<file path="src/rtl/ocr_best_match.sv">
// Best/second-best score tracker for one OCR frame of N_TEMPLATES correlation scores.
// Reports winner index, score, confidence margin and reject flag with a valid/ack handshake.
module ocr_best_match #(
    parameter int unsigned        N_TEMPLATES = 36,
    parameter int unsigned        SCORE_W     = 32,
    parameter int unsigned        IDX_W       = 8,
    parameter logic [SCORE_W-1:0] MIN_SCORE   = '0
) (
    input  logic               CLK,
    input  logic               RST,
    input  logic               START,
    input  logic [SCORE_W-1:0] SCORE_IN,
    input  logic [IDX_W-1:0]   SCORE_IDX,
    input  logic               SCORE_VLD,
    output logic               SCORE_RDY,
    input  logic               RESULT_ACK,
    output logic [IDX_W-1:0]   BEST_IDX,
    output logic [SCORE_W-1:0] BEST_SCORE,
    output logic [SCORE_W-1:0] MARGIN,
    output logic               REJECT,
    output logic               RESULT_VLD,
    output logic               SEQ_ERR,
    output logic               BUSY
);

    typedef enum logic [1:0] {
        S_IDLE,
        S_COLLECT,
        S_REPORT
    } state_t;

    localparam logic [IDX_W-1:0] LAST_IDX = IDX_W'(N_TEMPLATES - 1);

    state_t             state;
    state_t             state_n;
    logic               start_frame;
    logic               accept;
    logic [IDX_W-1:0]   count;
    logic [SCORE_W-1:0] second;
    logic [SCORE_W-1:0] best_n;
    logic [SCORE_W-1:0] second_n;
    logic [IDX_W-1:0]   idx_n;

    always_ff @(posedge CLK or negedge RST) begin
        if (!RST) begin
            state <= S_IDLE;
        end else begin
            state <= state_n;
        end
    end

    // A START that restarts the frame wins over a score presented in the same cycle.
    always_comb begin
        state_n     = state;
        start_frame = 1'b0;
        accept      = 1'b0;
        SCORE_RDY   = 1'b0;
        RESULT_VLD  = 1'b0;
        BUSY        = 1'b1;
        case (state)
            S_IDLE: begin
                BUSY = 1'b0;
                if (START) begin
                    start_frame = 1'b1;
                    state_n     = S_COLLECT;
                end
            end
            S_COLLECT: begin
                SCORE_RDY = 1'b1;
                if (START) begin
                    start_frame = 1'b1;
                end else if (SCORE_VLD) begin
                    accept = 1'b1;
                    if (count == LAST_IDX) begin
                        state_n = S_REPORT;
                    end
                end
            end
            S_REPORT: begin
                RESULT_VLD = 1'b1;
                if (RESULT_ACK) begin
                    if (START) begin
                        start_frame = 1'b1;
                        state_n     = S_COLLECT;
                    end else begin
                        state_n = S_IDLE;
                    end
                end
            end
            default: begin
                state_n = S_IDLE;
                BUSY    = 1'b0;
            end
        endcase
    end

    always_comb begin
        best_n   = BEST_SCORE;
        second_n = second;
        idx_n    = BEST_IDX;
        if (SCORE_IN > BEST_SCORE) begin
            second_n = BEST_SCORE;
            best_n   = SCORE_IN;
            idx_n    = SCORE_IDX;
        end else if (SCORE_IN > second) begin
            second_n = SCORE_IN;
        end
    end

    always_ff @(posedge CLK or negedge RST) begin
        if (!RST) begin
            BEST_SCORE <= '0;
            second     <= '0;
            BEST_IDX   <= '0;
            count      <= '0;
            SEQ_ERR    <= 1'b0;
            MARGIN     <= '0;
            REJECT     <= 1'b0;
        end else if (start_frame) begin
            BEST_SCORE <= '0;
            second     <= '0;
            BEST_IDX   <= '0;
            count      <= '0;
            SEQ_ERR    <= 1'b0;
            MARGIN     <= '0;
            REJECT     <= 1'b0;
        end else if (accept) begin
            BEST_SCORE <= best_n;
            second     <= second_n;
            BEST_IDX   <= idx_n;
            count      <= count + 1'b1;
            if (SCORE_IDX != count) begin
                SEQ_ERR <= 1'b1;
            end
            if (count == LAST_IDX) begin
                MARGIN <= best_n - second_n;
                REJECT <= (best_n < MIN_SCORE);
            end
        end
    end

endmodule
</file>
<file path="config.mk">
export PLATFORM = sky130hd
export DESIGN_NAME = ocr_best_match
export DESIGN_NICKNAME = d
export VERILOG_FILES = /design/src/rtl/ocr_best_match.sv
export SDC_FILE = /design/constraint.sdc
export NUM_CORES = 1
export LEC_CHECK = 0
export CAP_MARGIN = 20
export CORE_MARGIN = 1.5
export CORE_UTILIZATION = 51
export DETAILED_ROUTE_END_ITERATION = 7
export HOLD_SLACK_MARGIN = 0.08
export MAX_ROUTING_LAYER = met4
export PLACE_DENSITY = 0.75
export SLEW_MARGIN = 30
export SYNTH_ARGS = -nofsm -noshare
export SYNTH_HDL_FRONTEND = slang
export SYNTH_SLANG_ARGS = --single-unit
</file>
<file path="constraint.sdc">
create_clock -name CLK -period 5.75 [get_ports CLK]
set_input_delay 0.575 -clock CLK [delete_from_list [all_inputs] [get_ports CLK]]
set_output_delay 0.575 -clock CLK [all_outputs]
set_load 0.05 [all_outputs]
</file>
# Yosys cells after proc, flatten, opt, wreduce, memory -nomap -nowiden

Index checks and enable logic that the tools add are counted.

Order comparisons: 3
Reductions and logical operators: 11
$add $sub $neg: 2
Multipliers: 0
Shift operators: 0
Multiplexer cells: 37
Bitwise logic cells: 0
Divide/modulo/power cells: 0
Equal/unequal tests: 9

Operators with widths:

| kind                                                         | number |
|---|---|
| two-way mux 32 bit                                           | 10 |
| greater-than comparator 32 bit                               | 2 |
| two-way mux 8 bit                                            | 5 |
| less-than comparator 32 x 1 -> 1 bit (second input constant) | 1 |
| subtractor 32 bit                                            | 1 |
| two-way mux 1 bit                                            | 15 |
| two-way mux 2 bit                                            | 5 |
| inequality test 2 bit (second input constant)                | 5 |
| adder 8 x 1 -> 8 bit (second input constant)                 | 1 |
| == test 8 x 6 -> 1 bit (second input constant)               | 1 |
| inequality test 8 bit                                        | 1 |
| nonzero test 2 bit                                           | 4 |
| one-hot mux 2 bit (3 select lines)                           | 1 |
| AND reduction 2 bit                                          | 3 |
| AND reduction 5 bit                                          | 1 |
| OR reduction 2 bit                                           | 2 |
| == test 2 x 1 -> 1 bit (second input constant)               | 1 |
| == test 2 bit (second input constant)                        | 1 |
| logical NOT 2 bit                                            | 1 |
| one-hot mux 1 bit (2 select lines)                           | 1 |

Register bits after elaboration: 116
Bits in latches: 0
Bits in read-only memories: 0
Output and inout port bits: 77
Logic and storage cells: 70
Memories kept: 0
RAM bits: 0

# Logic depth before layout (Yosys ltp)

Gate-level depths: netlist of run 1.

Depth after elaboration: 7
Mapped depth: 27

# Worst setup path before layout of run 1

Ideal clock, no wire load.

Path kind: register -> register
Start: register BEST_SCORE[5]
End: register MARGIN[30]
Required time: 5.614 ns
Slack: -0.393 ns
Library setup time: 0.136 ns
Arrival time: 6.007 ns
Cell stages (with the launch flop): 27
Path through: dfrtp_1 clkbuf_1 inv_1 ha_1 nand4_1 nor3_1 inv_1 o2111a_1 o211a_1 nor2_1 clkbuf_1 clkbuf_1 mux2i_1 ha_1 inv_1 fa_1 a31oi_1 nor3_1 o211ai_1 o311ai_1 a41oi_1 o311ai_1 a311oi_1 o31ai_1 o21ai_0 mux2i_1 o211ai_1

Cells in the longest elaborated chain, start to end: 6
Elaborated cells on any way between the ends: 7
Classes of those cells: 1 x add/sub; 1 x order compare; 5 x mux

RTL lines:

| item                           | RTL line | source |
|---|---|---|
| from (decl)                    | 18       | `output logic [SCORE_W-1:0] BEST_SCORE,` |
| from (signal assigned)         | 128      | `BEST_SCORE <= best_n;` |
| greater-than comparator 32 bit | 101      | `if (SCORE_IN > BEST_SCORE) begin` |
| two-way mux 32 bit             | 101      |  |
| subtractor 32 bit (*)          | 136      | `MARGIN <= best_n - second_n;` |
| two-way mux 32 bit (*)         | 135      | `if (count == LAST_IDX) begin` |
| two-way mux 32 bit (*)         | 127      | `end else if (accept) begin` |
| two-way mux 32 bit (*)         | 119      | `end else if (start_frame) begin` |
| to (signal assigned)           | 136      |  |
| to (decl)                      | 19       | `output logic [SCORE_W-1:0] MARGIN,` |

Mark *: on every way between the ends. The rest lies on a longest branch, timed or not. The select of a mux whose other input is x is not followed.
A chain may end at the register's enable or synchronous reset.

# Worst setup path in the final report of run 1

Start: input SCORE_IN[15]
End: register MARGIN[30]

Cells in the longest elaborated chain, start to end: 7
Elaborated cells on any way between the ends: 9
Classes of those cells: 1 x add/sub; 2 x order compare; 6 x mux

RTL lines:

| item                           | RTL line | source |
|---|---|---|
| from (decl)                    | 12       | `input logic [SCORE_W-1:0] SCORE_IN,` |
| greater-than comparator 32 bit | 105      | `end else if (SCORE_IN > second) begin` |
| two-way mux 32 bit             | 105      |  |
| two-way mux 32 bit             | 101      |  |
| subtractor 32 bit (*)          | 136      |  |
| two-way mux 32 bit (*)         | 135      |  |
| two-way mux 32 bit (*)         | 127      |  |
| two-way mux 32 bit (*)         | 119      |  |

Marks and branches as above.

==> results of run 1 <==
per-stage QoR:
| stage | cells | setup TNS (ps) | worst slack (ps) | instance area [um^2] |
|---|---|---|---|---|
| after global routing | 1545 | 0 | 9.67 | 11800 |
| after detailed placement | 1514 | -217 | -146 | 11200 |
| after CTS | 1545 | 0 | 251 | 11700 |
| after global placement | 1513 | 0 | 0.339 | 11100 |
| after floorplan | 1132 | 0 | 14.1 | 9140 |
| final | 1545 | 0 | 289 | 11800 |
critical path: stages:
cell and delay, ps:
clkdlybuf4s50_1 480, buf_4 190, ha_1 310, nand3_1 140
nor4_1 360, buf_4 190, o21a_1 180, o31a_2 210
buf_4 290, nand2_1 90, a21oi_1 130, a21oi_1 70
ha_1 400, and3_1 220, a2111oi_1 470, a31oi_1 120
and3_1 250, a311oi_2 350, o31ai_1 160, o21ai_1 200
mux2i_1 240, o211ai_1 110
cell usage in the layout, fill, tap and decap left out, drive strengths merged, types with 4 or more instances in the layout:
cell type and n:
o21a 5, o211ai 7, a31oi 9, and2 7, nor3 7, nand4 22
ha 102, a221oi 4, buf 94, clkinv 6, clkbuf 20, o21bai 8
nor2 79, xnor2 37, nand3 75, xor2 18, a21oi 119, o31ai 6
o21ai 119, mux2i 11, inv 79, nor2b 9, a21o 11, nand2b 4
and3 5, and4 4, o31a 5, a211oi 5, a22o 30, clkdlybuf4s50 119
dfrtp 115, nand2 130
area by class of cell:
type | count | area share
multi-input cells | 882 | 0.492
inverters | 79 | 0.0252
clock buffers | 20 | 0.0371
clock inverters | 11 | 0.0118
flip-flops and latches | 115 | 0.246
well taps | 225 | 0.0239
repair buffers | 213 | 0.164
how the worst min path moves through the flow:
| stage | depth (start not counted) | to | from |
|---|---|---|---|
| 2_1_floorplan | 0 | BEST_IDX[0]$_DFFE_PN0P_ | RST |
| 3_3_place_gp | 2 | SEQ_ERR$_DFFE_PN0P_ | SEQ_ERR$_DFFE_PN0P_ |
| 3_5_place_dp | 2 | second[31]$_DFFE_PN0P_ | second[31]$_DFFE_PN0P_ |
| 4_1_cts | 1 | state[0]$_DFFE_PN0P_ | RST |
| 5_1_grt | 1 | MARGIN[7]$_DFFE_PN0P_ | RST |
| 6_report | 1 | MARGIN[7]$_DFFE_PN0P_ | RST |
per-layer routing:
metal | part of all wire | global-route usage | vias up
met2 | 0.45 | 0.478 | 410
met1 | 0.45 | 0.440 | 4347
met5 | 0 | - | -
met3 | 0.083 | 0.0541 | 48
li1 | - | - | 4409
met4 | 0.018 | 0.103 | 0
repair_timing:
action                                  CTS  global route
resized for setup                         0             8
endpoints found under the hold margin     0             0
endpoints found under the setup margin    0             8
flip-flops by register name, indices dropped and copies added (netlist names):
register,count
BEST_IDX,8
BEST_SCORE,32
MARGIN,32
SEQ_ERR,1
count,8
second,32
state,2
logic make-up (layout without fill, tap and decap cells):
| group | count (synthesis) | in the layout |
|---|---|---|
| other | 1 | 1 |
| AO/OA/AOI/OAI | 357 | 357 |
| flip-flops | 115 | 115 |
| AND/OR/NAND/NOR | 355 | 355 |
| buffers and inverters | 135 | 323 |
| adder cells (fa/ha/maj) | 103 | 103 |
| multiplexers | 11 | 11 |
| XOR/XNOR | 55 | 55 |
where the power goes:
group,total (W),switching (W),internal [W],leakage (nW)
clock network,0.00107,0.000395,0.000674,0.279
registers,0.00110,0.000153,0.000943,1.57
logic,0.00376,0.00227,0.00148,3.22
==> impl_metrics.prom, run 1 <==
# TYPE chip_impl_metric gauge
chip_impl_metric{name="critPathMaxFanout",unit=""} 19
chip_impl_metric{name="post_synth_fa_ha_maj_area_fraction",unit=""} 0.142
chip_impl_info{name="hold_path_class",value="input port to asynchronous set/reset pin"} 1
chip_impl_info{name="setup.worst_path.start_class",value="input port"} 1
chip_impl_info{name="path_class",value="input port to flop"} 1
chip_impl_metric{name="post-route-drc-count",unit=""} 0
chip_impl_info{name="ys.flop_type",value="dfrtp_1"} 1
chip_impl_info{name="status",value="finished clean"} 1
chip_impl_metric{name="clk_path_buf_depth",unit=""} 2
chip_impl_metric{name="max_slew_vio_count",unit=""} 0
chip_impl_info{name="netlist.top_cell.by_area",value="dfrtp_1"} 1
chip_impl_metric{name="coreArea",unit="um^2"} 17400
chip_impl_metric{name="vdd.ir_drop.worst",unit="mV"} 0.326
chip_impl_metric{name="maxCapViolCount",unit=""} 0
chip_impl_metric{name="area.sequential",unit="um^2"} 2890
chip_impl_metric{name="period_share",unit=""} 0.950
chip_impl_metric{name="final_nets",unit=""} 1456
chip_impl_metric{name="period_minus_slack",unit="ps"} 5460
chip_impl_info{name="end_point_of_the_critical_path",value="MARGIN[30]$_DFFE_PN0P_"} 1
chip_impl_metric{name="timing.critical_path.arrival",unit="ps"} 5750
chip_impl_metric{name="design.die.area",unit="um^2"} 18700
chip_impl_metric{name="drt-vias-per-instance",unit=""} 5.96
chip_impl_info{name="timing.rr.start",value="BEST_SCORE[10]$_DFFE_PN0P_"} 1
chip_impl_metric{name="drt_first_pass_iters",unit=""} 5
chip_impl_metric{name="p_leak",unit="nW"} 5.07
chip_impl_metric{name="synth.lib_cells_used.distinct",unit=""} 67
chip_impl_metric{name="worstRegToRegCells",unit=""} 23
chip_impl_metric{name="insertedDiodeCount",unit=""} 0
chip_impl_metric{name="synth_xor_xnor_area_share",unit=""} 0.0529
chip_impl_metric{name="whs",unit="ps"} 119
chip_impl_metric{name="insertion_delay",unit="ps"} 430
chip_impl_metric{name="die_h",unit="um"} 137
chip_impl_metric{name="drt_first_iter_violations",unit=""} 892
chip_impl_metric{name="synth-edff-count",unit=""} 0
chip_impl_metric{name="grt_overflow",unit=""} 0
chip_impl_metric{name="synthesis.area",unit="um^2"} 9110
chip_impl_metric{name="routed_wirelength",unit="um"} 28500
chip_impl_info{name="post_synth_most_frequent_cells",value="nand2_1, a21oi_1, dfrtp_1"} 1
chip_impl_info{name="timing.critical_path.to_type",value="flop"} 1
chip_impl_metric{name="numPortBuffers",unit=""} 120
chip_impl_metric{name="synth_top_area_frac",unit=""} 0.316
chip_impl_metric{name="avgSynthCellArea",unit="um^2"} 8.05
chip_impl_metric{name="multiInputGateArea",unit="um^2"} 5790
chip_impl_metric{name="data_required_time_of_the_worst_path",unit="ps"} 6040
chip_impl_info{name="r2r-end",value="MARGIN[31]$_DFFE_PN0P_"} 1
chip_impl_metric{name="cts_setup_buffers",unit=""} 0
chip_impl_metric{name="async_reset_ff_frac",unit=""} 1.00
chip_impl_metric{name="num_vias",unit=""} 9214
chip_impl_metric{name="synth-compound-area-share",unit=""} 0.243
chip_impl_metric{name="route.detailed.wl_per_inst",unit="um"} 18.4
chip_impl_metric{name="post_layout_util",unit=""} 0.678
chip_impl_metric{name="postSynthRegisterBits",unit=""} 115
chip_impl_metric{name="clock_sinks",unit=""} 115
chip_impl_metric{name="final_antenna_net_count",unit=""} 0
chip_impl_info{name="cts_tree",value="yes"} 1
chip_impl_metric{name="finalHoldViolations",unit=""} 0
chip_impl_metric{name="antenna_found_initial",unit=""} 0
chip_impl_metric{name="setup-violations-final",unit=""} 0
chip_impl_metric{name="initial_core_util",unit=""} 0.525
chip_impl_metric{name="cts_hold_bufs",unit=""} 0
chip_impl_metric{name="area_growth",unit="%"} 29.2
chip_impl_metric{name="placement_rows",unit=""} 48
chip_impl_metric{name="p_per_area",unit="nW/um^2"} 503
chip_impl_metric{name="globalplace.congestion",unit=""} 0.942
chip_impl_metric{name="netlist_instances",unit=""} 1132
chip_impl_metric{name="p_total",unit="W"} 0.00592
chip_impl_metric{name="fillerInstances",unit=""} 1438
chip_impl_metric{name="post_synth_and_or_nand_nor_area_fraction",unit=""} 0.178
chip_impl_info{name="critPathLaunch",value="SCORE_IN[15]"} 1
chip_impl_metric{name="yosys-mux-area-fraction",unit=""} 0.0121
chip_impl_metric{name="place.detailed.hpwl",unit="um"} 20900
chip_impl_info{name="synth_most_common_cell",value="nand2_1"} 1
chip_impl_metric{name="rrSetupSlack",unit="ps"} 450
chip_impl_metric{name="max_slew_margin",unit=""} 0.357
chip_impl_metric{name="grt_first_pass_wirelength",unit="um"} 44500
chip_impl_metric{name="vias_in_the_first_global_route",unit=""} 8451
chip_impl_metric{name="layout-drive-gt1-share",unit=""} 0.117
chip_impl_info{name="cts.root.buffer_cell",value="clkbuf_16"} 1
chip_impl_metric{name="htree_num_levels",unit=""} 4
chip_impl_metric{name="die_w",unit="um"} 137
chip_impl_metric{name="numCtsBuffers",unit=""} 17
chip_impl_info{name="synth_top_family_by_area",value="compound AO/OA/AOI/OAI gates"} 1
chip_impl_metric{name="setup_clock_skew_after_layout",unit="ps"} 8.35
chip_impl_metric{name="clk_pin_slew_worst_paths",unit="ps"} 60
chip_impl_metric{name="max_freq",unit="MHz"} 183
chip_impl_metric{name="worst-slew-pin-transition",unit="ps"} 964
chip_impl_metric{name="yosysWarnings",unit=""} 0
chip_impl_metric{name="seq_area_frac_synth",unit=""} 0.316
chip_impl_metric{name="grt_max_degree",unit=""} 79
chip_impl_info{name="synth_area_leaders",value="dfrtp_1, ha_1, a21oi_1, o21ai_0, nand2_1"} 1
chip_impl_metric{name="groute.usage.overall",unit=""} 0.319
chip_impl_metric{name="io-pin-count",unit=""} 122
chip_impl_metric{name="synth_fp_nets",unit=""} 1280
chip_impl_info{name="grt_setup_unrepaired",value="no"} 1
(Power assumes the default switching activity.)
==> inputs of run 2 (changes only) <==
--- a/config.mk
+++ b/config.mk
@@ -6,13 +6,13 @@
 export NUM_CORES = 1
 export LEC_CHECK = 0
 export CAP_MARGIN = 20
+export CORE_ASPECT_RATIO = 1.4
 export CORE_MARGIN = 1.5
 export CORE_UTILIZATION = 51
 export DETAILED_ROUTE_END_ITERATION = 7
 export HOLD_SLACK_MARGIN = 0.08
 export MAX_ROUTING_LAYER = met4
 export PLACE_DENSITY = 0.75
-export SLEW_MARGIN = 30
 export SYNTH_ARGS = -nofsm -noshare
 export SYNTH_HDL_FRONTEND = slang
 export SYNTH_SLANG_ARGS = --single-unit
==> run 2 against run 1 <==
Compared with the run above:
- worst setup slack better by 15 ps
- combinational power is 5.9% higher
- via count hardly changed
- sequential power hardly changed
- hold slack better by 170 ps
- count of clock-buffer cells in the layout is 3 lower
- wire length is 2.0% higher
- global-route usage is 1.0 points higher
- register-to-register slack hardly changed
- clock power hardly changed
- critical path type unchanged
- largest cell class unchanged
==> impl_metrics.prom, run 2 (synthesis gave the netlist of run 1 again) <==
# TYPE chip_impl_metric gauge
chip_impl_metric{name="numCtsBuffers",unit=""} 17
chip_impl_metric{name="drt-vias-per-instance",unit=""} 5.87
chip_impl_info{name="setup.worst_path.start_class",value="input port"} 1
chip_impl_metric{name="timing.critical_path.arrival",unit="ps"} 5760
chip_impl_metric{name="data_required_time_of_the_worst_path",unit="ps"} 6060
chip_impl_metric{name="insertion_delay",unit="ps"} 430
chip_impl_metric{name="post-route-worst-setup-slack",unit="ps"} 304
chip_impl_info{name="critical_path.cell_chain",value="clkdlybuf4s50_1 -> ha_1 -> nand4_1 -> and4bb_2 -> inv_1 -> o211a_1 -> nor2_4 -> buf_4 -> buf_4 -> buf_4 -> nor2_1 -> a21oi_1 -> ha_1 -> a21oi_1 -> o21bai_1 -> a21oi_1 -> o21bai_1 -> a21oi_1 -> o21bai_1 -> a211oi_1 -> o41a_1 -> buf_4 -> xor2_1 -> o21ai_1"} 1
chip_impl_info{name="timing.critical_path.to_type",value="flop"} 1
chip_impl_metric{name="max_slew_vio_count",unit=""} 0
chip_impl_metric{name="insertedDiodeCount",unit=""} 0
chip_impl_info{name="path_class",value="input port to flop"} 1
chip_impl_metric{name="setup-violations-final",unit=""} 0
chip_impl_metric{name="routed_wirelength",unit="um"} 29100
chip_impl_metric{name="post-route-drc-count",unit=""} 0
chip_impl_metric{name="grt_overflow",unit=""} 0
chip_impl_metric{name="groute.usage.overall",unit=""} 0.330
chip_impl_metric{name="preCtsSetupSlack",unit="ps"} -313
chip_impl_metric{name="placed_area",unit="um^2"} 11200
chip_impl_metric{name="fillerInstances",unit=""} 1460
chip_impl_metric{name="coreArea",unit="um^2"} 17400
chip_impl_metric{name="rrSetupSlack",unit="ps"} 460
chip_impl_metric{name="finalHoldViolations",unit=""} 0
chip_impl_metric{name="placement_rows",unit=""} 57
chip_impl_metric{name="place.detailed.hpwl",unit="um"} 21700
chip_impl_metric{name="cpPeakStageDelay",unit="ps"} 510
chip_impl_metric{name="period_share",unit=""} 0.947
chip_impl_info{name="r2r-end",value="MARGIN[29]$_DFFE_PN0P_"} 1
chip_impl_metric{name="p_leak",unit="nW"} 5.13
chip_impl_metric{name="grt_max_degree",unit=""} 69
chip_impl_info{name="cts.root.buffer_cell",value="clkbuf_16"} 1
chip_impl_metric{name="die_h",unit="um"} 161
chip_impl_metric{name="critPathMaxFanout",unit=""} 24
chip_impl_info{name="grt_setup_unrepaired",value="no"} 1
chip_impl_info{name="mostFrequentLayoutCells",value="nand2_1, clkdlybuf4s50_1, a21oi_1, o21ai_0, dfrtp_1"} 1
chip_impl_metric{name="area_growth",unit="%"} 30.3
chip_impl_metric{name="worstRegToRegCells",unit=""} 24
chip_impl_metric{name="maxCapViolCount",unit=""} 0
chip_impl_info{name="timing.rr.start",value="BEST_SCORE[30]$_DFFE_PN0P_"} 1
chip_impl_metric{name="final_nets",unit=""} 1468
chip_impl_info{name="critical-path-slowest-cell",value="clkdlybuf4s50_1"} 1
chip_impl_metric{name="period_minus_slack",unit="ps"} 5450
chip_impl_info{name="cts_tree",value="yes"} 1
chip_impl_metric{name="clock_sinks",unit=""} 115
chip_impl_info{name="largestRegisters",value="BEST_SCORE (32), MARGIN (32), second (32)"} 1
chip_impl_info{name="cp_top_family",value="compound AO/OA/AOI/OAI gates"} 1
chip_impl_metric{name="final_antenna_net_count",unit=""} 0
chip_impl_metric{name="finish.instance_area",unit="um^2"} 11900
chip_impl_metric{name="p_total",unit="W"} 0.00616
chip_impl_metric{name="post_layout_util",unit=""} 0.682
chip_impl_metric{name="vias_in_the_first_global_route",unit=""} 9319
chip_impl_metric{name="vdd.ir_drop.worst",unit="mV"} 0.267
chip_impl_metric{name="worst-slew-pin-transition",unit="ps"} 924
chip_impl_metric{name="die_w",unit="um"} 116
chip_impl_metric{name="io-pin-count",unit=""} 122
chip_impl_metric{name="num_vias",unit=""} 9207
chip_impl_metric{name="drt_first_iter_violations",unit=""} 623
chip_impl_info{name="final_common_cell",value="nand2_1"} 1
chip_impl_metric{name="drt_first_pass_iters",unit=""} 5
chip_impl_metric{name="total_negative_setup_slacks",unit="ps"} 0
chip_impl_metric{name="globalplace.congestion",unit=""} 0.963
chip_impl_info{name="status",value="finished clean"} 1
chip_impl_metric{name="clk_path_buf_depth",unit=""} 2
chip_impl_metric{name="clk_pin_slew_worst_paths",unit="ps"} 60
chip_impl_metric{name="grt_first_pass_wirelength",unit="um"} 46400
chip_impl_metric{name="path_buf_inv",unit=""} 6
chip_impl_metric{name="max_freq",unit="MHz"} 184
chip_impl_metric{name="area.sequential",unit="um^2"} 2890
chip_impl_metric{name="initial_core_util",unit=""} 0.524
chip_impl_metric{name="numPortBuffers",unit=""} 120
chip_impl_metric{name="max_slew_margin",unit=""} 0.384
chip_impl_metric{name="p_per_area",unit="nW/um^2"} 519
chip_impl_metric{name="multiInputGateArea",unit="um^2"} 5810
chip_impl_metric{name="setup_clock_skew_after_layout",unit="ps"} 8.93
chip_impl_info{name="hold_path_class",value="input port to asynchronous set/reset pin"} 1
chip_impl_metric{name="design.die.area",unit="um^2"} 18700
chip_impl_metric{name="route.detailed.wl_per_inst",unit="um"} 18.5
chip_impl_metric{name="antenna_found_initial",unit=""} 0
chip_impl_metric{name="layout-drive-gt1-share",unit=""} 0.128
chip_impl_metric{name="htree_num_levels",unit=""} 4
## run 2: cell count changes in the layout (fill, tap and decap cells not counted), moves of 2 or more
cell / before / now
nor3_1: 5 / 7
buf_4: 89 / 104
inv_6: 0 / 6
clkbuf_1: 3 / 0
buf_6: 3 / 0
clkinv_2: 5 / 1
## run 2: area by class of cell
class | instances | share of cell area
tap | 236 | 0.0249
clock inverter | 15 | 0.0142
sequential | 115 | 0.243
clock buffer | 17 | 0.0358
multi-input combinational | 883 | 0.489
inverter | 79 | 0.0250
timing repair buffer | 224 | 0.168
## run 2: worst register-to-register path: stages (launching register included)
cell,delay [ps]
dfrtp_1,430
inv_1,100
ha_1,330
nand4_1,220
and4bb_2,440
inv_1,90
o211a_1,310
nor2_4,230
buf_4,260
buf_4,290
buf_4,280
nor2_1,70
a21oi_1,160
ha_1,270
a21oi_1,170
o21bai_1,80
a21oi_1,210
o21bai_1,90
a21oi_1,190
o21bai_1,110
a211oi_1,260
o41a_1,230
buf_4,130
xor2_1,140
o21ai_1,70
## run 2: worst max path at each step
stage                                          from                     end  cells past startpoint
after floorplan           BEST_SCORE[5]$_DFFE_PN0P_  MARGIN[30]$_DFFE_PN0P_                     26
after global placement                 SCORE_IN[22]  MARGIN[30]$_DFFE_PN0P_                     23
after detailed placement               SCORE_IN[31]  MARGIN[30]$_DFFE_PN0P_                     24
after CTS                              SCORE_IN[29]  MARGIN[30]$_DFFE_PN0P_                     22
after global routing                   SCORE_IN[30]  MARGIN[31]$_DFFE_PN0P_                     24
final                                  SCORE_IN[29]  MARGIN[29]$_DFFE_PN0P_                     24
## run 2: report_power, final
part	leakage (nW)	switching [W]	internal [W]
combinational	3.28	0.00235	0.00163
sequential	1.57	0.000151	0.000942
clock	0.284	0.000437	0.000648
## run 2: what timing repair did
| item | CTS | global route |
|---|---|---|
| hold endpoints to repair | 0 | 0 |
| buffers inserted | 0 | 2 |
| gates resized for setup | 0 | 9 |
| endpoints found under the setup margin | 0 | 11 |
| hold buffers | 0 | 0 |
## run 2: metal layers
| layer | GRT usage | wire length (um) | share of wire | vias up |
|---|---|---|---|---|
| li1 | - | - | - | 4419 |
| met1 | 0.348 | 11000 | 0.38 | 4354 |
| met2 | 0.573 | 15100 | 0.52 | 332 |
| met3 | 0.0522 | 1360 | 0.047 | 102 |
| met4 | 0.192 | 1620 | 0.056 | 0 |
| met5 | - | 0 | 0 | - |
## run 2: through the flow
step	cells	hold slack (ps)
after floorplan	1132	279
after global placement	1533	460
after detailed placement	1533	462
after CTS	1565	329
after global routing	1569	366
final	1569	289
==> inputs of run 3 (changes only) <==
--- a/config.mk
+++ b/config.mk
@@ -8,11 +8,11 @@
 export CAP_MARGIN = 20
 export CORE_ASPECT_RATIO = 1.4
 export CORE_MARGIN = 1.5
-export CORE_UTILIZATION = 51
+export CORE_UTILIZATION = 30
 export DETAILED_ROUTE_END_ITERATION = 7
 export HOLD_SLACK_MARGIN = 0.08
 export MAX_ROUTING_LAYER = met4
-export PLACE_DENSITY = 0.75
+export PLACE_DENSITY = 0.47
 export SYNTH_ARGS = -nofsm -noshare
 export SYNTH_HDL_FRONTEND = slang
 export SYNTH_SLANG_ARGS = --single-unit
==> run 3 against run 2 <==
Compared with the run above:
- die area grew 68%
- critical path type unchanged
- wire length grew 7.4%
- count of clock-buffer cells in the layout grew 3
- sequential share of layout area shrank 0.56 points
- hold slack gained 22 ps
- cell area grew 2.4%
- fmax grew 0.17%
- first-iteration DRC count shrank 48%
- core utilization shrank 28 points
==> impl_metrics.prom, run 3 (synthesis gave the netlist of run 1 again) <==
# TYPE chip_impl_metric gauge
chip_impl_metric{name="num_vias",unit=""} 8875
chip_impl_metric{name="cts_setup_buffers",unit=""} 0
chip_impl_metric{name="cpPeakStageDelay",unit="ps"} 530
chip_impl_metric{name="p_leak",unit="nW"} 5.21
chip_impl_metric{name="vdd.ir_drop.worst",unit="mV"} 0.220
chip_impl_info{name="cts.root.buffer_cell",value="clkbuf_16"} 1
chip_impl_info{name="critPathLaunch",value="SCORE_IN[14]"} 1
chip_impl_info{name="cts_tree",value="yes"} 1
chip_impl_metric{name="data_required_time_of_the_worst_path",unit="ps"} 6100
chip_impl_info{name="largestRegisters",value="BEST_SCORE (32), MARGIN (32), second (32)"} 1
chip_impl_metric{name="grt_max_degree",unit=""} 73
chip_impl_metric{name="die_h",unit="um"} 209
chip_impl_metric{name="numCtsBuffers",unit=""} 17
chip_impl_metric{name="maxCapViolCount",unit=""} 0
chip_impl_metric{name="period_share",unit=""} 0.946
chip_impl_metric{name="clk_pin_slew_worst_paths",unit="ps"} 60
chip_impl_metric{name="die_w",unit="um"} 150
chip_impl_metric{name="placement_rows",unit=""} 75
chip_impl_metric{name="htree_num_levels",unit=""} 4
chip_impl_info{name="mostFrequentLayoutCells",value="nand2_1, buf_4, clkdlybuf4s50_1, a21oi_1, o21ai_0"} 1
chip_impl_metric{name="clock_sinks",unit=""} 115
chip_impl_metric{name="area.sequential",unit="um^2"} 2890
chip_impl_metric{name="insertion_delay",unit="ps"} 430
chip_impl_metric{name="p_per_area",unit="nW/um^2"} 492
chip_impl_metric{name="drt-vias-per-instance",unit=""} 5.12
chip_impl_metric{name="max_freq",unit="MHz"} 184
chip_impl_metric{name="clk_path_buf_depth",unit=""} 2
chip_impl_metric{name="fillerInstances",unit=""} 3045
chip_impl_metric{name="place.detailed.hpwl",unit="um"} 23100
chip_impl_metric{name="grt_overflow",unit=""} 0
chip_impl_metric{name="vias_in_the_first_global_route",unit=""} 9074
chip_impl_metric{name="m1WireLength",unit="um"} 13700
chip_impl_metric{name="design.die.area",unit="um^2"} 31400
chip_impl_info{name="status",value="finished clean"} 1
chip_impl_info{name="routed.top_layer",value="met4"} 1
chip_impl_metric{name="rrSetupSlack",unit="ps"} 460
chip_impl_metric{name="initial_core_util",unit=""} 0.304
chip_impl_info{name="critical_path.cell_chain",value="clkdlybuf4s50_1 -> ha_1 -> nand4_1 -> nor3_1 -> inv_1 -> o2111a_1 -> o211a_1 -> nor2_4 -> buf_4 -> nor2_1 -> a21oi_2 -> ha_1 -> nor2b_1 -> o21ai_0 -> nand2b_1 -> a221oi_1 -> o31a_1 -> o41a_1 -> o31a_1 -> o41a_1 -> a2111o_1 -> o211ai_1"} 1
chip_impl_metric{name="final_nets",unit=""} 1485
chip_impl_metric{name="insertedDiodeCount",unit=""} 0
chip_impl_metric{name="coreArea",unit="um^2"} 29900
chip_impl_info{name="timing.rr.start",value="BEST_SCORE[23]$_DFFE_PN0P_"} 1
chip_impl_metric{name="max_slew_vio_count",unit=""} 0
chip_impl_metric{name="preCtsSetupSlack",unit="ps"} -347
chip_impl_info{name="path_class",value="input port to flop"} 1
chip_impl_metric{name="max_slew_margin",unit=""} 0.342
chip_impl_metric{name="routed_wirelength",unit="um"} 31200
chip_impl_metric{name="drt_first_iter_violations",unit=""} 322
chip_impl_metric{name="post-route-drc-count",unit=""} 0
chip_impl_metric{name="layout-drive-gt1-share",unit=""} 0.135
chip_impl_metric{name="cts_hold_bufs",unit=""} 0
chip_impl_metric{name="critPathMaxFanout",unit=""} 12
chip_impl_metric{name="timing.critical_path.arrival",unit="ps"} 5790
chip_impl_metric{name="numPortBuffers",unit=""} 120
chip_impl_metric{name="whs",unit="ps"} 311
chip_impl_metric{name="area_growth",unit="%"} 33.4
chip_impl_info{name="timing.critical_path.to_type",value="flop"} 1
chip_impl_metric{name="setup-violations-final",unit=""} 0
chip_impl_metric{name="post-route-worst-setup-slack",unit="ps"} 313
chip_impl_metric{name="antenna_found_initial",unit=""} 0
chip_impl_metric{name="globalplace.congestion",unit=""} 0.874
chip_impl_metric{name="worstRegToRegCells",unit=""} 22
chip_impl_info{name="hold_path_class",value="input port to asynchronous set/reset pin"} 1
chip_impl_metric{name="drt_first_pass_iters",unit=""} 4
chip_impl_info{name="critical-path-slowest-cell",value="clkdlybuf4s50_1"} 1
chip_impl_metric{name="met3_length",unit="um"} 879
chip_impl_metric{name="groute.usage.overall",unit=""} 0.213
chip_impl_metric{name="worst-slew-pin-transition",unit="ps"} 987
chip_impl_metric{name="route.detailed.wl_per_inst",unit="um"} 18.0
chip_impl_metric{name="finalHoldViolations",unit=""} 0
chip_impl_info{name="r2r-end",value="MARGIN[31]$_DFFE_PN0P_"} 1
chip_impl_metric{name="detailroute.wirelength.met2",unit="um"} 15800
chip_impl_metric{name="setup_clock_skew_after_layout",unit="ps"} 12.8
chip_impl_metric{name="p_total",unit="W"} 0.00598
chip_impl_metric{name="grt_first_pass_wirelength",unit="um"} 49700
chip_impl_info{name="setup.worst_path.start_class",value="input port"} 1
chip_impl_info{name="grt_setup_unrepaired",value="yes"} 1
chip_impl_metric{name="multiInputGateArea",unit="um^2"} 5770
chip_impl_metric{name="period_minus_slack",unit="ps"} 5440
chip_impl_metric{name="final_antenna_net_count",unit=""} 0
chip_impl_info{name="final_common_cell",value="nand2_1"} 1
chip_impl_metric{name="io-pin-count",unit=""} 122
## run 3: cell count changes in the layout (fill, tap and decap cells not counted), sizes merged
cell / before / now
buf: 105 / 123
inv: 86 / 80
clkbuf: 17 / 20
clkinv: 3 / 6
nor2: 80 / 79
## run 3: what timing repair did
action	CTS	global route
setup endpoints to repair	0	15
gates resized for setup	0	6
endpoints found under the hold margin	0	0
## run 3: metrics by stage
step	TNS, ps	instance area (um^2)	utilization	std cells
floorplan	0	9140	-	1132
global placement	-2190	11500	0.386	1702
detailed placement	-3180	11500	0.386	1702
CTS	0	12100	0.405	1734
global route	-35.1	12200	0.406	1735
finish	0	12200	0.406	1735
## run 3: worst max-delay path, delay by kind of cell
family                     cells  cell delay, ps
AOI/OAI and AO/OA             11            2950
adders and majority gates      2             530
buffers and inverters          3             780
and+or+nand+nor                6             950
## run 3: final cells by class
| type | instances | area share |
|---|---|---|
| multi-input cells | 882 | 0.475 |
| repair buffers | 242 | 0.176 |
| clock buffers | 20 | 0.0367 |
| clock inverters | 12 | 0.0109 |
| inverters | 79 | 0.0244 |
| flip-flops and latches | 115 | 0.238 |
| well taps | 385 | 0.0396 |
## run 3: power by group
group          total, W  switching [W]  internal (W)
clock network   0.00108       0.000428      0.000649
logic           0.00381        0.00223       0.00158
registers       0.00110       0.000156      0.000942
## run 3: worst max path at each step
stage                              to  slack, ps  depth (start not counted)
2_1_floorplan  MARGIN[30]$_DFFE_PN0P_         10                         26
3_3_place_gp   MARGIN[31]$_DFFE_PN0P_       -280                         21
3_5_place_dp   MARGIN[31]$_DFFE_PN0P_       -350                         22
4_1_cts        MARGIN[31]$_DFFE_PN0P_         80                         22
5_1_grt        MARGIN[30]$_DFFE_PN0P_        -40                         21
6_report       MARGIN[31]$_DFFE_PN0P_        310                         22
## run 3: per-layer routing
metal / global-route usage / vias to the layer above
met5: - / -
met4: 0.0764 / 0
met3: 0.0297 / 48
met2: 0.364 / 153
met1: 0.251 / 4220
li1: - / 4454
